### src/rtl/sram_2p_march_bist.sv
// ---------------------------------------------------------------------------
// sram_2p_march_bist
//
// March C- BIST engine for the A_BIST_* port group of a dual-port SRAM
// macro. It issues one write or read request per cycle, compares the data
// returned on DOUT after P_READ_LAT edges, and reports pass/fail along with
// diagnostics for the first failure.
//
// March C- elements (D0 = all zeros, D1 = all ones):
//   E0 up(w D0)  E1 up(r D0, w D1)  E2 up(r D1, w D0)
//   E3 down(r D0, w D1)  E4 down(r D1, w D0)  E5 up(r D0)
//
// Ports
//   CLK, RST_N        clock, asynchronous active-low reset
//   START             run request, honoured only in IDLE or DONE
//   DOUT              macro read data (A_DOUT)
//   BIST_EN/MEN/WEN/REN/ADDR/DIN/BM   registered requests to the macro
//   BUSY, DONE        status (BUSY in RUN and DRAIN; DONE held until START)
//   FAIL, FAIL_ADDR, FAIL_ELEM, FAIL_CNT   sticky result and diagnostics
//   STATE_DBG         current FSM state (IDLE=0, RUN=1, DRAIN=2, DONE=3)
//
// Handshake: there is no back-pressure. Every cycle with MEN=1 is one
// accepted request; a read launched at edge L is sampled from DOUT at edge
// L+P_READ_LAT.
// ---------------------------------------------------------------------------
module sram_2p_march_bist #(
  parameter int P_DATA_WIDTH = 16,
  parameter int P_ADDR_WIDTH = 8,
  parameter int P_READ_LAT   = 2
) (
  input  logic                    CLK,
  input  logic                    RST_N,
  input  logic                    START,
  input  logic [P_DATA_WIDTH-1:0] DOUT,
  output logic                    BIST_EN,
  output logic                    BIST_MEN,
  output logic                    BIST_WEN,
  output logic                    BIST_REN,
  output logic [P_ADDR_WIDTH-1:0] BIST_ADDR,
  output logic [P_DATA_WIDTH-1:0] BIST_DIN,
  output logic [P_DATA_WIDTH-1:0] BIST_BM,
  output logic                    BUSY,
  output logic                    DONE,
  output logic                    FAIL,
  output logic [P_ADDR_WIDTH-1:0] FAIL_ADDR,
  output logic [2:0]              FAIL_ELEM,
  output logic [7:0]              FAIL_CNT,
  output logic [1:0]              STATE_DBG
);

  typedef enum logic [1:0] {
    S_IDLE  = 2'd0,
    S_RUN   = 2'd1,
    S_DRAIN = 2'd2,
    S_DONE  = 2'd3
  } state_e;

  localparam int LAST = P_READ_LAT - 1;
  localparam logic [P_ADDR_WIDTH-1:0] ADDR_MAX = '1;
  localparam logic [P_ADDR_WIDTH-1:0] ADDR_ONE = P_ADDR_WIDTH'(1);

  state_e state_q, state_d;

  // March position: element, address, and slot within an r/w element
  // (phase 0 = read slot, phase 1 = write slot).
  logic [2:0]              elem_q, elem_d;
  logic [P_ADDR_WIDTH-1:0] addr_q, addr_d;
  logic                    phase_q, phase_d;

  // Registered request outputs.
  logic                    men_q, men_d;
  logic                    wen_q, wen_d;
  logic                    ren_q, ren_d;
  logic [P_ADDR_WIDTH-1:0] req_addr_q, req_addr_d;
  logic [P_DATA_WIDTH-1:0] din_q, din_d;
  logic [P_DATA_WIDTH-1:0] bm_q, bm_d;

  // Result registers.
  logic                    fail_q, fail_d;
  logic [P_ADDR_WIDTH-1:0] fail_addr_q, fail_addr_d;
  logic [2:0]              fail_elem_q, fail_elem_d;
  logic [7:0]              fail_cnt_q, fail_cnt_d;

  // Compare pipeline: stage 0 is loaded at the launch edge, stage LAST is
  // compared against DOUT on the following edge.
  logic                    pv_q    [P_READ_LAT];
  logic                    pexp_q  [P_READ_LAT];
  logic [P_ADDR_WIDTH-1:0] paddr_q [P_READ_LAT];
  logic [2:0]              pelem_q [P_READ_LAT];

  logic launch;
  logic start_acc;
  logic op_is_read;
  logic op_bg;
  logic single_op;
  logic dir_down;
  logic addr_end;
  logic push_valid;
  logic push_exp;
  logic pipe_empty;
  logic mismatch;

  always_comb begin
    pipe_empty = 1'b1;
    for (int i = 0; i < P_READ_LAT; i++) begin
      if (pv_q[i]) pipe_empty = 1'b0;
    end
  end

  always_comb begin
    // Decode of the current march position.
    dir_down   = (elem_q == 3'd3) || (elem_q == 3'd4);
    single_op  = (elem_q == 3'd0) || (elem_q == 3'd5);
    op_is_read = (elem_q == 3'd5) || ((elem_q != 3'd0) && !phase_q);
    // Background bit: reads expect D1 in E2/E4, writes store D1 in E1/E3.
    if (op_is_read) op_bg = (elem_q == 3'd2) || (elem_q == 3'd4);
    else            op_bg = (elem_q == 3'd1) || (elem_q == 3'd3);
    addr_end   = dir_down ? (addr_q == '0) : (addr_q == ADDR_MAX);
    start_acc  = START && ((state_q == S_IDLE) || (state_q == S_DONE));
    launch     = (state_q == S_RUN);
  end

  // Next-state and request generation.
  always_comb begin
    state_d    = state_q;
    elem_d     = elem_q;
    addr_d     = addr_q;
    phase_d    = phase_q;
    men_d      = 1'b0;
    wen_d      = 1'b0;
    ren_d      = 1'b0;
    req_addr_d = '0;
    din_d      = '0;
    push_valid = 1'b0;
    push_exp   = 1'b0;

    case (state_q)
      S_IDLE:  if (START) state_d = S_RUN;
      S_RUN:   state_d = S_RUN;
      S_DRAIN: if (pipe_empty) state_d = S_DONE;
      S_DONE:  if (START) state_d = S_RUN;
      default: state_d = S_IDLE;
    endcase

    if (launch) begin
      men_d      = 1'b1;
      ren_d      = op_is_read;
      wen_d      = !op_is_read;
      req_addr_d = addr_q;
      din_d      = (!op_is_read && op_bg) ? '1 : '0;
      push_valid = op_is_read;
      push_exp   = op_bg;
      if (single_op || phase_q) begin
        phase_d = 1'b0;
        if (addr_end) begin
          // Element boundary: advance and reload the start address for the
          // next element's direction in the same cycle.
          if (elem_q == 3'd5) begin
            state_d = S_DRAIN;
          end else begin
            elem_d = elem_q + 3'd1;
            addr_d = ((elem_q == 3'd2) || (elem_q == 3'd3)) ? ADDR_MAX : '0;
          end
        end else begin
          addr_d = dir_down ? (addr_q - ADDR_ONE) : (addr_q + ADDR_ONE);
        end
      end else begin
        phase_d = 1'b1;
      end
    end

    // Counters sit at the start of E0 whenever no run is in progress.
    if (state_q != S_RUN) begin
      elem_d  = 3'd0;
      addr_d  = '0;
      phase_d = 1'b0;
    end

    bm_d = (launch || (state_d == S_RUN)) ? '1 : '0;
  end

  // Result update: START clears, otherwise accumulate miscompares.
  always_comb begin
    mismatch    = pv_q[LAST] && (DOUT != {P_DATA_WIDTH{pexp_q[LAST]}});
    fail_d      = fail_q;
    fail_addr_d = fail_addr_q;
    fail_elem_d = fail_elem_q;
    fail_cnt_d  = fail_cnt_q;
    if (start_acc) begin
      fail_d      = 1'b0;
      fail_addr_d = '0;
      fail_elem_d = 3'd0;
      fail_cnt_d  = 8'd0;
    end else if (mismatch) begin
      fail_d = 1'b1;
      if (fail_cnt_q != 8'hFF) fail_cnt_d = fail_cnt_q + 8'd1;
      if (!fail_q) begin
        fail_addr_d = paddr_q[LAST];
        fail_elem_d = pelem_q[LAST];
      end
    end
  end

  always_ff @(posedge CLK or negedge RST_N) begin
    if (!RST_N) state_q <= S_IDLE;
    else        state_q <= state_d;
  end

  always_ff @(posedge CLK or negedge RST_N) begin
    if (!RST_N) begin
      elem_q      <= 3'd0;
      addr_q      <= '0;
      phase_q     <= 1'b0;
      men_q       <= 1'b0;
      wen_q       <= 1'b0;
      ren_q       <= 1'b0;
      req_addr_q  <= '0;
      din_q       <= '0;
      bm_q        <= '0;
      fail_q      <= 1'b0;
      fail_addr_q <= '0;
      fail_elem_q <= 3'd0;
      fail_cnt_q  <= 8'd0;
      for (int i = 0; i < P_READ_LAT; i++) begin
        pv_q[i]    <= 1'b0;
        pexp_q[i]  <= 1'b0;
        paddr_q[i] <= '0;
        pelem_q[i] <= 3'd0;
      end
    end else begin
      elem_q      <= elem_d;
      addr_q      <= addr_d;
      phase_q     <= phase_d;
      men_q       <= men_d;
      wen_q       <= wen_d;
      ren_q       <= ren_d;
      req_addr_q  <= req_addr_d;
      din_q       <= din_d;
      bm_q        <= bm_d;
      fail_q      <= fail_d;
      fail_addr_q <= fail_addr_d;
      fail_elem_q <= fail_elem_d;
      fail_cnt_q  <= fail_cnt_d;
      pv_q[0]     <= push_valid;
      pexp_q[0]   <= push_exp;
      paddr_q[0]  <= addr_q;
      pelem_q[0]  <= elem_q;
      for (int i = 1; i < P_READ_LAT; i++) begin
        pv_q[i]    <= pv_q[i-1];
        pexp_q[i]  <= pexp_q[i-1];
        paddr_q[i] <= paddr_q[i-1];
        pelem_q[i] <= pelem_q[i-1];
      end
    end
  end

  assign BIST_EN   = (state_q == S_RUN) || (state_q == S_DRAIN);
  assign BUSY      = BIST_EN;
  assign DONE      = (state_q == S_DONE);
  assign BIST_MEN  = men_q;
  assign BIST_WEN  = wen_q;
  assign BIST_REN  = ren_q;
  assign BIST_ADDR = req_addr_q;
  assign BIST_DIN  = din_q;
  assign BIST_BM   = bm_q;
  assign FAIL      = fail_q;
  assign FAIL_ADDR = fail_addr_q;
  assign FAIL_ELEM = fail_elem_q;
  assign FAIL_CNT  = fail_cnt_q;
  assign STATE_DBG = state_q;

endmodule
### config.mk
export PLATFORM = sky130hd
export DESIGN_NAME = sram_2p_march_bist
export DESIGN_NICKNAME = d
export VERILOG_FILES = /design/src/rtl/sram_2p_march_bist.sv
export SDC_FILE = /design/constraint.sdc
export NUM_CORES = 1
export LEC_CHECK = 0
export CORE_ASPECT_RATIO = 0.7
export CORE_MARGIN = 3
export CORE_UTILIZATION = 49
export DETAILED_ROUTE_END_ITERATION = 16
export PLACE_DENSITY_LB_ADDON = 0.15
export SLEW_MARGIN = 40
export SYNTH_ARGS = -nofsm -noshare
export SYNTH_HDL_FRONTEND = slang
export SYNTH_SLANG_ARGS = --single-unit
### constraint.sdc
create_clock -name CLK -period 3.1 [get_ports CLK]
set_input_delay 0.62 -clock CLK [delete_from_list [all_inputs] [get_ports CLK]]
set_output_delay 0.62 -clock CLK [all_outputs]
set_load 0.005 [all_outputs]
==> impl_results.md <==
- Final Hold Viols: 0
- Initial core utilization: 52.2%
- Synth-to-Final Area Change: 27.9%
- Clk Latency, worst-skew pair: 350 ps
- Final wirelength: 6.42 mm
- GPL Wtd Cong: 0.798
- Final Setup Violations: 0
- Hold WS: 300 ps
- Longest Clk Path Bufs: 2
- Post-synth EDFFs: 0
- Min-Delay Path Class: in2async
- Clock Power Share: 42.9%
- Switching Fraction: 22.3%
- Residual DRC: 0
- # port buffers: 86
- Post-synth top area share: 53.7%
- Vias per cell: 5.03
- Final min period: 2910 ps
- Comb pwr share: 2.7%
- Clock Skew: 9.62 ps
- Die area: 7890 sq um
- RSZ-0062 raised after global routing: false
- Slew HR: 55.2%
- Most used DFF post-synth: dfrtp_1
- Switching power: 384 uW
- Core area: 6430 sq um
- Share of cells above drive strength 1: 8.89%
- Detailed Place HPWL: 4.84 mm
- Fin worst setup slack: 194 ps
- Commonest non-fill, non-tap cell in the layout: clkdlybuf4s50_1
- Fill count: 499
- Worst setup EP type: flop
- H-tree levels: 3
- Status: finished, final reports clean
- Yosys top cell by area: dfrtp_1
- Mapped Avg Cell Area: 11.1 sq um
- CTS tree: built
- Arrival @ worst endpoint: 3120 ps
- Number of gates resized after CTS: 0
- Final setup TNS: 0 ps
- Worst-path clk slew: 80 ps
- Synth area leaders: dfrtp_1 (54%), buf_4 (7.4%), ha_1 (6.0%), a22o_1 (2.9%), o21ai_0 (2.1%)
- Largest net degree at the start of global routing: 33
- Final ANT Viol Nets: 0
- Number of distinct library cells after synthesis: 52
- Max-slew violations: 0
- Synthesized area: 3350 sq um
- Placement Rows: 24
- Fin nets: 402
- WL/cell: 13.9 um
- Worst Tran Pin Value: 672 ps
- Worst-path fanout max: 10
- Worst vdd ir: 0.313 mV
- Asr flop ratio synth: 100%
- Total CTS buffers: 9
- Die X: 105 um
- Period utilisation layout: 93.8%
- CTS Sinks: 72
- Post-synth net total: 338
- Total GRT Usage: 17.2%
- # IOs: 87
- WP data required: 3320 ps
- Max-capacitance violation count: 0
- DR pass1 iterations: 4
- Initial antenna violation count: 0
- Leak pwr: 0.00190 uW
- First-pass GRT wire length: 10.8 mm
- Fmax: 344 MHz
- Ant diodes: 0
- Register share of total power: 54.4%
- Vias in the first global route: 2311
- Pre-CTS setup slack: 189 ps
- Hold buffer count at CTS: 0
- #FFs+latches synth: 72
- Vias: 2325
- Sequential area share after synthesis: 53.7%
- CP Launch Type: flop
- Chip height: 75.2 um
- Synthesized netlist cell count: 302
- Crit Path Category: reg2reg
- PwrDens: 402 nW/um^2
- Leading cell types in the layout, fill and taps excluded: clkdlybuf4s50_1 (85), dfrtp_1 (72), nor2_1 (18)
- Setup bufs post-CTS: 0
- Drt first-iter violations: 101
- Root Buffer: clkbuf_8
- Synth warn: 0
- Gr ovfl total: 0
- Internal power: 1340 uW
-- critical path, cell delays in order, from the launching register on --
cell and delay [ps]:
dfrtp_1 410, inv_1 100, ha_1 260, mux2_4 350
ha_1 350, nor2b_1 150, o21a_1 180, o21ai_0 300
mux2i_1 120, a2111oi_0 410, o21ai_0 130
-- routing by layer --
layer / track usage [%] / vias up / part of all wire (%)
met4: 4.66 / 0 / 0.87
li1: - / 1170 / -
met2: 27.2 / 48 / 45
met5: 0 / - / 0
met3: 5.57 / 7 / 4.8
met1: 23.3 / 1100 / 50
-- cell type report --
cell class | instances | area, sq um | share of cell area [%]
flip-flops and latches | 72 | 1800 | 42.0
multi-input cells | 176 | 1220 | 28.5
inverters | 16 | 60.1 | 1.40
well taps | 91 | 114 | 2.65
repair buffers | 91 | 893 | 20.8
clock inverters | 7 | 77.6 | 1.81
clock buffers | 9 | 124 | 2.89
-- final timing paths --
| path | start | end | slack [ps] | depth (start not counted) |
|---|---|---|---|---|
| min in group CLK | paddr_q[9] | paddr_q[1] | 340 | 0 |
| worst max register to register | elem_q[0] | addr_q[6] | 190 | 10 |
| worst max-delay path | elem_q[0] | addr_q[6] | 190 | 10 |
| worst min register to register | paddr_q[9] | paddr_q[1] | 340 | 0 |
| worst min-delay path | RST_N | FAIL_ADDR[7] | 300 | 1 |
| max in group asynchronous | RST_N | pelem_q[3] | 2040 | 2 |
-- through the flow --
| stage | power [uW] | instances | cell area [sq um] | utilization [%] |
|---|---|---|---|---|
| 2_1_floorplan | 960 | 302 | 3350 | - |
| 3_3_place_gp | 1000 | 446 | 4090 | 63.6 |
| 3_5_place_dp | 1000 | 446 | 4090 | 63.6 |
| 4_1_cts | 1750 | 462 | 4290 | 66.8 |
| 5_1_grt | 1790 | 462 | 4290 | 66.8 |
| 6_report | 1720 | 462 | 4290 | 66.8 |
-- cell usage after synthesis, types with 2 or more instances --
| master | instances |
|---|---|
| a21oi_1 | 13 |
| buf_4 | 33 |
| o22ai_1 | 3 |
| o21ai_0 | 14 |
| a31oi_1 | 2 |
| nand3_1 | 12 |
| xnor2_1 | 3 |
| a22o_1 | 11 |
| mux2i_1 | 2 |
| nor4_1 | 4 |
| inv_1 | 15 |
| a21o_1 | 2 |
| xor2_1 | 3 |
| nor3_1 | 4 |
| nand2_1 | 15 |
| nor2_1 | 18 |
| or4_1 | 3 |
| or3_1 | 9 |
| clkbuf_1 | 2 |
| buf_2 | 2 |
| o31ai_1 | 2 |
| o21a_1 | 2 |
| and2_1 | 7 |
| ha_1 | 16 |
| dfrtp_1 | 72 |
| nand4_1 | 7 |
-- power by group through the flow --
| stage | Sequential (uW) | Clock, uW | Combinational (uW) |
|---|---|---|---|
| 2_1_floorplan | 957 | 0 | 2.90 |
| 3_3_place_gp | 957 | 0 | 47.2 |
| 3_5_place_dp | 957 | 0 | 48.0 |
| 4_1_cts | 938 | 760 | 48.0 |
| 5_1_grt | 938 | 802 | 52.5 |
| 6_report | 938 | 739 | 46.4 |
-- logic make-up after synthesis --
logic type                 Yosys count  synth area share [%]
and+or+nand+nor                     88                  13.9
DFF                                 72                  53.7
muxes                                4                  1.38
AOI/OAI and AO/OA                   61                  12.9
xor gates and xnor gates             6                  1.57
adders and majority gates           17                  6.56
buffers and inverters               54                  10.0
-- flip-flops by register name, summed over array words and instances (netlist names), 3 cells and up --
register / flops
pelem_q: 6
FAIL_ADDR: 8
elem_q: 3
paddr_q: 16
FAIL_ELEM: 3
BIST_ADDR: 8
FAIL_CNT: 8
addr_q: 8
No activity file was read; power rests on OpenSTA's default activity.
